`src/rtl/alu_pkg.sv`:
```
// Shared ALU definitions: opcode encodings, default widths
// and the UART command FSM state encoding.
package alu_pkg;

  localparam int ALU_NB_DATA = 8;
  localparam int ALU_NB_OP   = 6;

  localparam logic [5:0] OP_ADD = 6'b100000;
  localparam logic [5:0] OP_SUB = 6'b100010;
  localparam logic [5:0] OP_AND = 6'b100100;
  localparam logic [5:0] OP_OR  = 6'b100101;
  localparam logic [5:0] OP_XOR = 6'b100110;
  localparam logic [5:0] OP_NOR = 6'b100111;
  localparam logic [5:0] OP_SRA = 6'b000011;
  localparam logic [5:0] OP_SRL = 6'b000010;

  typedef enum logic [2:0] {
    ST_IDLE    = 3'd0,
    ST_WAIT_B  = 3'd1,
    ST_WAIT_OP = 3'd2,
    ST_EXEC    = 3'd3,
    ST_WAIT_TX = 3'd4
  } state_e;

endpackage

```
`src/rtl/alu_uart_interface_counter.sv`:
```
// Inter-byte idle counter; o_expired flags the edge on which the count reaches TIMEOUT.
// Ports: i_clk, i_reset (sync, high), i_clear, i_enable, o_expired.
module byte_timeout_counter #(
  parameter int TIMEOUT = 50_000_000
) (
  input  logic i_clk,
  input  logic i_reset,
  input  logic i_clear,
  input  logic i_enable,
  output logic o_expired
);

  localparam int CW = $clog2(TIMEOUT + 1);
  localparam logic [CW-1:0] CNT_MAX  = CW'(TIMEOUT);
  localparam logic [CW-1:0] CNT_LAST = CW'(TIMEOUT - 1);

  logic [CW-1:0] cnt_q;
  logic [CW-1:0] cnt_d;

  // Saturates at TIMEOUT instead of wrapping.
  always_comb begin
    cnt_d = cnt_q;
    if (i_clear) begin
      cnt_d = '0;
    end else if (i_enable && (cnt_q != CNT_MAX)) begin
      cnt_d = cnt_q + 1'b1;
    end
  end

  always_ff @(posedge i_clk) begin
    if (i_reset) begin
      cnt_q <= '0;
    end else begin
      cnt_q <= cnt_d;
    end
  end

  // Asserted in the cycle whose closing edge brings the count to TIMEOUT;
  // a clear (accepted byte) in that cycle suppresses it.
  assign o_expired = i_enable & ~i_clear & (cnt_q == CNT_LAST);

endmodule

```
`src/rtl/alu_uart_interface.sv`:
```
// Collects A, B, opcode bytes from UART RX, drives registered ALU inputs,
// captures the result and requests a TX. Ports: i_clk, i_reset, i_rx_*, i_tx_done,
// i_alu_result in; o_alu_a/b/op, o_tx_data, o_tx_start, o_timeout, o_overrun out.
import alu_pkg::*;

module alu_uart_interface #(
  parameter int NB_DATA = ALU_NB_DATA,
  parameter int NB_OP   = ALU_NB_OP,
  parameter int TIMEOUT = 50_000_000
) (
  input  logic               i_clk,
  input  logic               i_reset,
  input  logic [NB_DATA-1:0] i_rx_data,
  input  logic               i_rx_done,
  input  logic               i_tx_done,
  input  logic [NB_DATA-1:0] i_alu_result,
  output logic [NB_DATA-1:0] o_alu_a,
  output logic [NB_DATA-1:0] o_alu_b,
  output logic [NB_OP-1:0]   o_alu_op,
  output logic [NB_DATA-1:0] o_tx_data,
  output logic               o_tx_start,
  output logic               o_timeout,
  output logic               o_overrun
);

  state_e state_q, state_d;

  logic [NB_DATA-1:0] a_q, a_d;
  logic [NB_DATA-1:0] b_q, b_d;
  logic [NB_OP-1:0]   op_q, op_d;
  logic [NB_DATA-1:0] tx_data_q, tx_data_d;
  logic               tx_start_q, tx_start_d;
  logic               timeout_q, timeout_d;
  logic               overrun_q, overrun_d;

  logic cnt_en;
  logic cnt_clr;
  logic expired;

  // Only the inter-byte waits are timed; everything else holds the counter at 0.
  assign cnt_en  = (state_q == ST_WAIT_B) | (state_q == ST_WAIT_OP);
  assign cnt_clr = i_rx_done | ~cnt_en;

  byte_timeout_counter #(
    .TIMEOUT (TIMEOUT)
  ) u_tmo (
    .i_clk     (i_clk),
    .i_reset   (i_reset),
    .i_clear   (cnt_clr),
    .i_enable  (cnt_en),
    .o_expired (expired)
  );

  always_comb begin
    state_d    = state_q;
    a_d        = a_q;
    b_d        = b_q;
    op_d       = op_q;
    tx_data_d  = tx_data_q;
    tx_start_d = 1'b0;
    timeout_d  = 1'b0;
    overrun_d  = 1'b0;
    unique case (state_q)
      ST_IDLE: begin
        if (i_rx_done) begin
          a_d     = i_rx_data;
          state_d = ST_WAIT_B;
        end
      end
      ST_WAIT_B: begin
        if (i_rx_done) begin
          b_d     = i_rx_data;
          state_d = ST_WAIT_OP;
        end else if (expired) begin
          timeout_d = 1'b1;
          state_d   = ST_IDLE;
        end
      end
      ST_WAIT_OP: begin
        if (i_rx_done) begin
          op_d    = i_rx_data[NB_OP-1:0];
          state_d = ST_EXEC;
        end else if (expired) begin
          timeout_d = 1'b1;
          state_d   = ST_IDLE;
        end
      end
      ST_EXEC: begin
        tx_data_d  = i_alu_result;
        tx_start_d = 1'b1;
        overrun_d  = i_rx_done;
        state_d    = ST_WAIT_TX;
      end
      ST_WAIT_TX: begin
        overrun_d = i_rx_done;
        if (i_tx_done) begin
          state_d = ST_IDLE;
        end
      end
      default: begin
        state_d = ST_IDLE;
      end
    endcase
  end

  always_ff @(posedge i_clk) begin
    if (i_reset) begin
      state_q    <= ST_IDLE;
      a_q        <= '0;
      b_q        <= '0;
      op_q       <= '0;
      tx_data_q  <= '0;
      tx_start_q <= 1'b0;
      timeout_q  <= 1'b0;
      overrun_q  <= 1'b0;
    end else begin
      state_q    <= state_d;
      a_q        <= a_d;
      b_q        <= b_d;
      op_q       <= op_d;
      tx_data_q  <= tx_data_d;
      tx_start_q <= tx_start_d;
      timeout_q  <= timeout_d;
      overrun_q  <= overrun_d;
    end
  end

  assign o_alu_a    = a_q;
  assign o_alu_b    = b_q;
  assign o_alu_op   = op_q;
  assign o_tx_data  = tx_data_q;
  assign o_tx_start = tx_start_q;
  assign o_timeout  = timeout_q;
  assign o_overrun  = overrun_q;

endmodule

```
`config.mk`:
```
export PLATFORM = sky130hd
export DESIGN_NAME = alu_uart_interface
export DESIGN_NICKNAME = d
export VERILOG_FILES = /design/src/rtl/alu_pkg.sv /design/src/rtl/alu_uart_interface_counter.sv /design/src/rtl/alu_uart_interface.sv
export SDC_FILE = /design/constraint.sdc
export NUM_CORES = 1
export LEC_CHECK = 0
export ABC_AREA = 1
export BUFFER_PORTS_ARGS = -buffer_cell sky130_fd_sc_hd__buf_2
export CORE_ASPECT_RATIO = 0.9
export CORE_MARGIN = 2
export CORE_UTILIZATION = 60
export DETAILED_ROUTE_END_ITERATION = 8
export GPL_ROUTABILITY_DRIVEN = 0
export PLACE_DENSITY = 0.92
export SYNTH_ARGS = -nofsm -noshare
export SYNTH_HDL_FRONTEND = slang
export SYNTH_HIERARCHICAL = 1
export SYNTH_SLANG_ARGS = --single-unit
export TNS_END_PERCENT = 30
```
`constraint.sdc`:
```
create_clock -name i_clk -period 2.7 [get_ports i_clk]
set_input_delay 0.54 -clock i_clk [delete_from_list [all_inputs] [get_ports i_clk]]
set_output_delay 0.54 -clock i_clk [all_outputs]
set_load 0.1 [all_outputs]
```
==> metrics.md <==
| Metric | Value |
|---|---|
| Post-CTS resize count | 0 |
| RSZ-0062 raised after global routing | false |
| Clk sinks | 62 |
| Routed len/inst | 13.16 µm |
| Largest fanout on the critical path | 9 |
| Setup crit end kind | flip-flop |
| DRT antenna net count | 0 |
| Global routing usage on met1 | 35.83% |
| Die width | approximately 80 µm |
| Setup Skew | 0.01538 ns |
| Die ar. | 5806 µm² |
| Clock transition at path regs | roughly 0.070 ns |
| Area growth syn-to-layout | 16.57% |
| Port-buffer cells | 52 |
| Number of global-route vias before repair | 2818 |
| CP max-delay cell | dfxtp_1 |
| Min cycle time layout | ~2.2 ns |
| Via count | between 3000 and 4000 |
| Synth unique cells | 28 |
| Total chip power | 2.410 mW |
| Syn Nets | about 490 |
| Worst Hold Class | in2reg |
| Arrival time worst endpoint | 2.45 ns |
| Post-synth top cells | nand2_1, nor2_1, dfxtp_1, inv_1, a21oi_1 |
| Nets | between 500 and 600 |
| Sequential share of the synthesized area | between 30 and 40% |
| Core Rows | 24 |
| Kind of critical path | reg2reg |
| Synth Instances | between 400 and 500 |
| Area leader, netlist | dfxtp_1 |
| Core Box Area | 4925 µm² |
| Starting Density | a little under two thirds |
| DRC Markers | 0 |
| Total number of yosys warnings | 6 |
| Setup TNS Final | 0 ns |
| Ys async rst share | 0% |
| Max Slew Vio Count | 0 |
| Startpoint types | flip-flop |
| Relative max-transition margin | between 30% and 40% |
| Setup repair bufs after CTS | 0 |
| Max incr delay on CP | 0.43 ns |
| CTS tree | built |
| LEAKAGE | 1.389 nW |
| Pin count of the biggest net entering global routing | 25 |
| Peak VDD IR | 0.4676 mV |
| Drt first-iter violations | 257 |
| Area share of the largest cell type after synthesis | roughly two fifths |
| Most frequent cell after synthesis | nand2_1 |
| CP most frequent cell | nand2_1 |
| Post-synthesis register bit count | 62 |
| Initial antenna violation count | 0 |
| Final wirelength | 7697 µm |
| Worst-margin pin slew | 0.9574 ns |
| DPL Wire Length | around 5200 µm |
| H-tree levels | 3 |
| First-pass GRT wire length | 12400 µm |
| Average size of a mapped cell | approximately 6.8 µm² |
| DRT Pass-1 Iters | 5 |
| WP buf/inv | 2 |
| Met3 Resource Use GR | 6.095% |
| EDFF count, synth | 0 |
| Die Y | 72.49 µm |
| All-Layer GR Usage | 27.54% |
| Grt total ovfl | 0 |
| Grt met2 use | 43.15% |
| Crit share post-route | 82.14% |
| Synth area leaders | dfxtp_1, nand2_1, nor2_1, a21oi_1, inv_1 |
| # IOs | 53 |
| Worst skew pair latency | approximately 0.35 ns |
| Diode count | 0 |
| Mapped Area | 3127 µm² |
| Critical Path RT | 2.93 ns |
| Status | completed |
| Pwr per Cell Area | 661.3 nW/µm² |
| Final hold vios | 0 |
| Cts bufs inserted | 9 |
| Cell family contributing the most delay on the critical path | simple AND/OR/NAND/NOR gates |
| Hold Buf Count CTS | 0 |
| Top FF cell, synth | dfxtp_1 |
| Max-Cap Viols | 0 |
| Final setup violation count | 0 |
| Worst path cell trace | inv_2, nor2_1, nand2_1, nand2_1, nand2_1, nor3_1, nand3_1, nor2_1, inv_1, nand2_1, nor2_1, nand2_1, nand3_1, nand2_1, nor2_1 |
| Busiest layer in global routing | met2 |
| Vias per cell | 5.496 |
| Peak Freq | 0.4509 GHz |
| Clock Tree Buf Depth | 2 |
| Share of post-route cells with drive strength above 1 | roughly a fifth |
| Root Buffer | clkbuf_8 |
==> power by group <==
group / total (mW) / switching, mW / internal, mW
sequential: 0.970 / 0.0223 / 0.948
combinational: 0.435 / 0.359 / 0.0752
clock: 1.01 / 0.366 / 0.640
==> state kept, by name, indices dropped and copies added (netlist names) <==
register / cells
o_overrun: 1
state_q: 3
u_tmo/cnt_q: 26
o_alu_a: 8
o_tx_data: 8
o_alu_op: 6
o_timeout: 1
o_alu_b: 8
o_tx_start: 1
==> placed cells by master, fill, tap and decap left out, types with 4 or more instances in the layout <==
cell type,n
a21oi_2,11
buf_2,52
a21oi_1,28
xor2_1,5
clkbuf_8,10
inv_1,33
nor2_2,5
nand4_1,4
dfxtp_1,62
inv_2,6
nand3_1,24
nand2_1,133
nor2_1,87
o21ai_0,16
o21ai_1,11
xnor2_1,8
nor3_1,4
==> area by class of cell <==
| type | instances | area [µm²] |
|---|---|---|
| timing repair buffer | 53 | 267.8 |
| multi-input combinational | 350 | 1660 |
| tap | 65 | 81.33 |
| clock buffer | 11 | 141.4 |
| inverter | 39 | 146.4 |
| clock inverter | 5 | 106.4 |
| fill | 363 | 1280 |
| sequential | 62 | 1241 |
==> path summary, 6_finish.rpt <==
path	endpoint	slack (ns)	cells past startpoint	from
max	state_q[0]	0.48	15	state_q[0]
min	o_tx_data[6]	0.43	3	i_alu_result[6]
max reg2reg	state_q[0]	0.48	15	state_q[0]
min reg2reg	o_alu_a[3]	0.45	2	o_alu_a[3]
==> layer usage <==
metal  wire length (µm)  vias to the layer above
li1                   -                     1570
met1               3218                     1475
met2               3596                      143
met3                621                       27
met4                260                        0
met5                  0                        -
==> per-stage QoR <==
| stage | hold slack (ns) | worst slack, ns | utilization, % | cell area (µm²) | cells |
|---|---|---|---|---|---|
| 2_1_floorplan | 0.4552 | 0.9825 | - | 3127 | 463 |
| 3_3_place_gp | 0.4294 | 0.7623 | 68.98 | 3397 | 569 |
| 3_5_place_dp | 0.4378 | 0.6582 | 68.98 | 3397 | 569 |
| 4_1_cts | 0.4236 | 0.5542 | 74.01 | 3645 | 585 |
| 5_1_grt | 0.4488 | 0.2562 | 74.01 | 3645 | 585 |
| 6_report | 0.4302 | 0.4823 | 74.01 | 3645 | 585 |
==> worst reg2reg max path, stage by stage (launching register included) <==
cell and delay (ns):
dfxtp_1 0.43, inv_2 0.09, nor2_1 0.09, nand2_1 0.05
nand2_1 0.26, nand2_1 0.10, nor3_1 0.37, nand3_1 0.19
nor2_1 0.12, inv_1 0.08, nand2_1 0.06, nor2_1 0.04
nand2_1 0.06, nand3_1 0.06, nand2_1 0.07, nor2_1 0.04
==> kinds of logic (layout without fill, tap and decap cells) <==
| logic type | count (synthesis) | in the layout | share of synthesized area, % |
|---|---|---|---|
| AOI/OAI and AO/OA | 68 | 68 | 12.44 |
| xor gates and xnor gates | 13 | 13 | 3.641 |
| adders and majority gates | 2 | 2 | 0.8002 |
| buffers and inverters | 51 | 108 | 7.203 |
| DFF | 62 | 62 | 39.70 |
| and+or+nand+nor | 267 | 267 | 36.21 |
Power figures use the tool's default switching activity.
